--- src/rtl/rob_param.sv ---
// rtl/rob_param.sv - parameterised reorder buffer; optional exception path enabled by macro ROB_EXC_EN
module rob_param #(
    parameter int DEPTH  = 16,
    parameter int XLEN   = 32,
    parameter int NUM_WB = 4,
    localparam int TAG_W = $clog2(DEPTH)
) (
    input  logic                    clk,
    input  logic                    rst,
    input  logic                    alloc_valid,
    output logic                    alloc_ready,
    output logic [TAG_W-1:0]        alloc_tag,
    input  logic [4:0]              alloc_dest,
    input  logic                    alloc_reg_write,
    input  logic                    alloc_mem_write,
    input  logic [XLEN-1:0]         alloc_pc,
    input  logic [NUM_WB-1:0]       wb_valid,
    input  logic [NUM_WB*TAG_W-1:0] wb_tag,
    input  logic [NUM_WB*XLEN-1:0]  wb_value,
    input  logic [NUM_WB-1:0]       wb_exc,
    input  logic [NUM_WB*2-1:0]     wb_cause,
    input  logic                    rb_valid,
    input  logic [TAG_W-1:0]        rb_tag,
    input  logic                    flush,
    output logic                    commit_valid,
    output logic [TAG_W-1:0]        commit_tag,
    output logic [4:0]              commit_dest,
    output logic [XLEN-1:0]         commit_value,
    output logic                    commit_reg_write,
    output logic                    commit_mem_write,
    output logic [XLEN-1:0]         commit_pc,
    output logic                    exc_valid,
    output logic [1:0]              exc_cause,
    output logic [XLEN-1:0]         exc_epc,
    output logic [TAG_W:0]          count,
    output logic                    full,
    output logic                    empty
);

    logic [TAG_W:0]   head, tail;
    logic [TAG_W-1:0] head_idx, tail_idx, rb_off;
    logic             commit_fire, exc_fire, rb_hit, alloc_fire;

    logic             e_valid [DEPTH];
    logic             e_ready [DEPTH];
    logic [4:0]       e_dest  [DEPTH];
    logic             e_rw    [DEPTH];
    logic             e_mw    [DEPTH];
    logic [XLEN-1:0]  e_pc    [DEPTH];
    logic [XLEN-1:0]  e_value [DEPTH];

    logic [DEPTH-1:0] wb_hit;
    logic [XLEN-1:0]  wb_val_sel [DEPTH];
    logic [DEPTH-1:0] kill;

`ifdef ROB_EXC_EN
    logic             e_exc   [DEPTH];
    logic [1:0]       e_cause [DEPTH];
    logic             wb_exc_sel   [DEPTH];
    logic [1:0]       wb_cause_sel [DEPTH];
`endif

    assign head_idx    = head[TAG_W-1:0];
    assign tail_idx    = tail[TAG_W-1:0];
    assign count       = tail - head;
    assign empty       = (head == tail);
    assign full        = (head[TAG_W] != tail[TAG_W]) && (head_idx == tail_idx);
    assign alloc_ready = !full;
    assign alloc_tag   = tail_idx;

    // Rollback target is measured as an age offset from the head; it must land on a live entry.
    assign rb_off     = rb_tag - head_idx;
    assign rb_hit     = rb_valid && ({1'b0, rb_off} < count);
    assign alloc_fire = alloc_valid && !full && !rb_valid;

`ifdef ROB_EXC_EN
    assign commit_fire = e_valid[head_idx] && e_ready[head_idx] && !e_exc[head_idx];
    assign exc_fire    = e_valid[head_idx] && e_ready[head_idx] &&  e_exc[head_idx];
`else
    assign commit_fire = e_valid[head_idx] && e_ready[head_idx];
    assign exc_fire    = 1'b0;
    logic unused_wb_exc;
    assign unused_wb_exc = ^{wb_exc, wb_cause};
`endif

    // Per-entry writeback select; channels scanned high to low so the lowest channel wins.
    always_comb begin
        wb_hit = '0;
        for (int i = 0; i < DEPTH; i++) begin
            wb_val_sel[i] = '0;
`ifdef ROB_EXC_EN
            wb_exc_sel[i]   = 1'b0;
            wb_cause_sel[i] = 2'b00;
`endif
            for (int c = NUM_WB - 1; c >= 0; c--) begin
                if (wb_valid[c] && (wb_tag[c*TAG_W +: TAG_W] == TAG_W'(i)) && e_valid[i]) begin
                    wb_hit[i]     = 1'b1;
                    wb_val_sel[i] = wb_value[c*XLEN +: XLEN];
`ifdef ROB_EXC_EN
                    wb_exc_sel[i]   = wb_exc[c];
                    wb_cause_sel[i] = wb_cause[c*2 +: 2];
`endif
                end
            end
        end
    end

    // Entries younger than the rollback target (but still live) are killed.
    always_comb begin : kill_gen
        logic [TAG_W-1:0] rel;
        kill = '0;
        rel  = '0;
        for (int i = 0; i < DEPTH; i++) begin
            rel = TAG_W'(i) - head_idx;
            kill[i] = rb_hit && (rel > rb_off) && ({1'b0, rel} < count);
        end
    end

    // Pointer and commit-port state; flush and head exception wipe the buffer.
    always_ff @(posedge clk or negedge rst) begin
        if (!rst) begin
            head <= '0; tail <= '0;
            commit_valid <= 1'b0; commit_tag <= '0; commit_dest <= '0; commit_value <= '0;
            commit_reg_write <= 1'b0; commit_mem_write <= 1'b0; commit_pc <= '0;
        end else if (flush || exc_fire) begin
            head <= '0; tail <= '0;
            commit_valid <= 1'b0; commit_tag <= '0; commit_dest <= '0; commit_value <= '0;
            commit_reg_write <= 1'b0; commit_mem_write <= 1'b0; commit_pc <= '0;
        end else begin
            commit_valid     <= commit_fire;
            commit_tag       <= commit_fire ? head_idx          : '0;
            commit_dest      <= commit_fire ? e_dest[head_idx]  : '0;
            commit_value     <= commit_fire ? e_value[head_idx] : '0;
            commit_reg_write <= commit_fire && e_rw[head_idx];
            commit_mem_write <= commit_fire && e_mw[head_idx];
            commit_pc        <= commit_fire ? e_pc[head_idx]    : '0;
            if (commit_fire) head <= head + 1'b1;
            if (rb_hit) tail <= head + {1'b0, rb_off} + 1'b1;
            else if (alloc_fire) tail <= tail + 1'b1;
        end
    end

    // Entry storage: allocation, commit/rollback clearing, writeback completion.
    always_ff @(posedge clk or negedge rst) begin
        if (!rst) begin
            for (int i = 0; i < DEPTH; i++) begin
                e_valid[i] <= 1'b0; e_ready[i] <= 1'b0; e_dest[i] <= '0; e_rw[i] <= 1'b0;
                e_mw[i] <= 1'b0; e_pc[i] <= '0; e_value[i] <= '0;
`ifdef ROB_EXC_EN
                e_exc[i] <= 1'b0; e_cause[i] <= 2'b00;
`endif
            end
        end else if (flush || exc_fire) begin
            for (int i = 0; i < DEPTH; i++) begin
                e_valid[i] <= 1'b0; e_ready[i] <= 1'b0;
`ifdef ROB_EXC_EN
                e_exc[i] <= 1'b0;
`endif
            end
        end else begin
            for (int i = 0; i < DEPTH; i++) begin
                if (alloc_fire && (tail_idx == TAG_W'(i))) begin
                    e_valid[i] <= 1'b1; e_ready[i] <= 1'b0; e_dest[i] <= alloc_dest;
                    e_rw[i] <= alloc_reg_write; e_mw[i] <= alloc_mem_write; e_pc[i] <= alloc_pc;
`ifdef ROB_EXC_EN
                    e_exc[i] <= 1'b0;
`endif
                end else if (kill[i] || (commit_fire && (head_idx == TAG_W'(i)))) begin
                    e_valid[i] <= 1'b0; e_ready[i] <= 1'b0;
                end else if (wb_hit[i]) begin
                    e_ready[i] <= 1'b1;
                    e_value[i] <= wb_val_sel[i];
`ifdef ROB_EXC_EN
                    e_exc[i]   <= wb_exc_sel[i];
                    e_cause[i] <= wb_cause_sel[i];
`endif
                end
            end
        end
    end

`ifdef ROB_EXC_EN
    // One-cycle exception pulse carrying the faulting entry's cause and PC.
    always_ff @(posedge clk or negedge rst) begin
        if (!rst) begin
            exc_valid <= 1'b0; exc_cause <= 2'b00; exc_epc <= '0;
        end else if (flush || !exc_fire) begin
            exc_valid <= 1'b0; exc_cause <= 2'b00; exc_epc <= '0;
        end else begin
            exc_valid <= 1'b1;
            exc_cause <= e_cause[head_idx];
            exc_epc   <= e_pc[head_idx];
        end
    end
`else
    assign exc_valid = 1'b0;
    assign exc_cause = 2'b00;
    assign exc_epc   = '0;
`endif

endmodule

--- config.mk ---
export PLATFORM = sky130hd
export DESIGN_NAME = rob_param
export DESIGN_NICKNAME = d
export VERILOG_FILES = /design/src/rtl/rob_param.sv
export SDC_FILE = /design/constraint.sdc
export NUM_CORES = 2
export LEC_CHECK = 0
export ABC_AREA = 0
export CAP_MARGIN = 20
export CORE_MARGIN = 8
export CORE_UTILIZATION = 35
export DETAILED_ROUTE_END_ITERATION = 12
export PLACE_DENSITY = 0.48
export SETUP_SLACK_MARGIN = 0.1
export SYNTH_ARGS = -nofsm -noshare
export SYNTH_HDL_FRONTEND = slang
export SYNTH_SLANG_ARGS = --single-unit
--- constraint.sdc ---
create_clock -name clk -period 7.15 [get_ports clk]
set_clock_uncertainty 0.15 [all_clocks]
set_input_delay 1.0725 -clock clk [delete_from_list [all_inputs] [get_ports clk]]
set_output_delay 1.0725 -clock clk [all_outputs]
set_load 0.03 [all_outputs]
==> results.py <==
metrics = {
    "power": {
        "ir_worst_vdd_uv": 253.9,
        "power.density_mw_per_mm2": 242.9,
        "p_sw_mw": 5.650,
        "seqPwrFrac_pct": 43.0,
        "clkPwrFrac_pct": 39.6,
        "p_int_mw": 14.82,
        "comb_power_share_pct": 17.4,
        "swShare_pct": 27.60,
        "p_leak_nw": 36.92,
    },
    "floorplanning": {
        "fp.dieH_um": 476.7,
        "core_area_mm2": 0.2115,
        "start_util_pct": 35.13,
        "ios": 331,
        "fp.dieW_um": 476.7,
        "die_area_mm2": 0.2272,
        "fp-row-count": 169,
    },
    "detailed_routing": {
        "drt_pass1_iterations": 7,
        "route.detailed.drc": 0,
        "drtIter0Drc": 6959,
        "dr_wl_met2_um": 138300,
        "wl_met1_um": 123800,
        "dr.max_layer_used": "met5",
        "wire_per_inst_um": 31.96,
        "ant_nets": 0,
        "drt-total-wl_um": 309000,
        "wl_met3_um": 29720,
        "dr_total_vias": 58650,
        "vias_per_cell": 6.066,
    },
    "yosys": {
        "synth_seq_area_share_pct": 42.24,
        "yosysMostFrequentCell": "dfrtp_1",
        "synth_fa_ha_area_share_pct": 1.253,
        "synthCells": 6936,
        "synth_seq_cells": 1254,
        "synth_top_area_share_pct": 42.24,
        "ys_types": 87,
        "synth_area_leaders": "dfrtp_1 (42%), mux2_2 (14%), mux4_2 (11%)",
        "ys_async_sr_fraction_pct": 100.0,
        "synth_edf_count": 0,
        "synthTopCellsByCount": "dfrtp_1 (1254), mux2_2 (931), nand2_1 (815)",
        "yosys.area.top_type": "dfrtp_1",
        "synthMuxAreaShare_pct": 29.28,
        "synth_top_family_by_area": "multiplexers",
        "synth_xor_area_share_pct": 0.3284,
        "synth_compound_area_share_pct": 13.35,
        "yosys_warnings": 0,
        "synth_ff_type": "dfrtp_1",
        "synthSimpleGateAreaFrac_pct": 8.327,
        "avgSynthCellArea_um2": 10.71,
        "netlist_area_mm2": 0.07429,
    },
    "sta": {
        "max-slew-margin-rel_pct": 18.94,
        "slew_violations": 0,
        "setup_viol": 0,
        "setup_tns_ns": 0,
        "fin_crit_ns": 6.006,
        "fin_ws_ns": 1.144,
        "hold_violations": 0,
        "max_freq_ghz": 0.1665,
        "worst_pin_slew_ns": 1.216,
        "rsz0062_at_grt": "no",
        "fin_crit_sh_pct": 84.00,
    },
    "cts": {
        "cts.root.buffer_cell": "clkbuf_16",
        "clock_path_buffers": 3,
        "clk_latency_ns": 0.83,
        "ctsHoldBuffers": 0,
        "cts_resized": 0,
        "cts_num_sinks": 1254,
        "clkTransAtPathRegs_ns": 0.06,
        "cts_buffers": 155,
        "cts_setup_buffers": 0,
        "cts_tree": "built",
        "cts_max_level": 4,
    },
    "critical_path": {
        "cp.arrival_ns": 6.54,
        "cp-start-kind": "register",
        "crit_fanout": 48,
        "cp.required_ns": 7.69,
        "end_kind": "register",
        "startpoint": "head[1]",
        "setup.worst_path.class": "reg2reg",
        "reg2reg_from": "head[1]",
    },
    "global_route": {
        "grt_antenna_before_repair": 66,
        "grt_usage_pct": 26.23,
        "grt_remaining_overflow": 0,
        "grt_pass1_vias": 57980,
        "grt_pass1_wl_um": 438700,
        "grt_max_degree": 174,
    },
    "placed_design": {
        "numPortBuffers": 283,
        "place_congestion": 0.8707,
        "hpwl_um": 167700,
        "placedCellCount": 9353,
        "place_ws_ns": 1.166,
    },
    "run": {
        "max-cap-violations": 0,
    },
    "cells_and_area": {
        "fin_cells": 9669,
        "syn_to_final_growth_pct": 13.44,
        "fin_nets": 6957,
        "drive_above_1_share_pct": 27.66,
    },
    "outcome": {
        "outcome": "finished, final reports clean",
    },
    "min_path": {
        "min_path_type": "in2async",
    },
}
-- final cells by class --
cell class / count / area, um2
flip-flops and latches: 1254 / 31390
well taps: 2821 / 3530
clock inverters: 39 / 548.0
fillers: 20210 / 127200
multi-input cells: 4789 / 39670
clock buffers: 240 / 4632
repair buffers: 428 / 4172
diodes: 36 / 90.09
inverters: 62 / 242.7
-- metal layers --
metal,track usage (%),vias up
li1,-,24580
met1,33.59,29920
met2,40.39,3153
met3,7.693,954
met4,13.17,38
met5,0.8820,-
-- sequential cells by signal, summed over array words and instances (netlist names) --
signal,count
e_valid,16
e_ready,16
e_pc,512
head,5
commit_reg_write,1
e_dest,80
e_value,512
e_rw,16
commit_valid,1
commit_dest,5
commit_mem_write,1
commit_pc,32
commit_value,32
commit_tag,4
e_mw,16
tail,5
-- cells by family after synthesis --
logic type	Yosys count
flip-flops	1254
XOR/XNOR	27
multiplexers	1560
buffers and inverters	927
adder cells (fa/ha/maj)	75
other	1
AND/OR/NAND/NOR	1454
AO/OA/AOI/OAI	1638
-- layout by cell type, fill, tap and decap left out, types with 55 or more instances in the layout --
master	count
buf_4	127
mux2i_1	101
inv_1	55
a21oi_1	604
a22oi_1	197
nor2_1	346
mux2_1	89
clkdlybuf4s50_1	282
clkbuf_16	158
and2_1	83
mux4_2	355
mux2_4	84
o21ai_0	505
nand2_1	799
dfrtp_1	1251
a221oi_1	100
mux2_2	931
ha_1	55
-- stage by stage --
step / area (um2) / hold slack (ns) / util [%] / power [mW]
after global placement: 78970 / 0.3137 / 37.35 / 12.32
after global routing: 84220 / 0.03860 / 39.83 / 21.34
after floorplan: 74410 / 0.3011 / - / 11.32
after CTS: 84150 / 0.02828 / 39.80 / 20.65
after detailed placement: 78970 / 0.3207 / 37.35 / 12.49
final: 84270 / 0.04262 / 39.85 / 20.47
-- final timing paths --
path	to	slack [ns]	cells after the start
max in group asynchronous	e_pc[116]	5.04	3
min in group clk	e_value[305]	0.33	1
worst max register to register	e_value[427]	1.14	11
worst min-delay path	e_value[398]	0.04	1
worst min register to register	e_value[305]	0.33	1
worst max-delay path	e_value[427]	1.14	11
-- critical path, stage by stage, from the launching register on --
cell and delay [ns]:
dfrtp_4 0.95, inv_1 0.56, fa_1 0.59, xnor2_2 0.68, ha_1 0.36, o21ai_0 0.13
nand2_1 0.10, maj3_1 0.36, a221o_1 0.45, o21ai_4 0.71, buf_4 0.42, mux2_2 0.38
-- power by group through the flow --
stage | registers, mW | logic (mW) | clock network [mW]
2_1_floorplan | 8.71 | 2.61 | 0
3_3_place_gp | 8.85 | 3.47 | 0
3_5_place_dp | 8.93 | 3.56 | 0
4_1_cts | 8.80 | 3.57 | 8.28
5_1_grt | 8.95 | 3.84 | 8.56
6_report | 8.81 | 3.55 | 8.11
(Power assumes the default switching activity.)
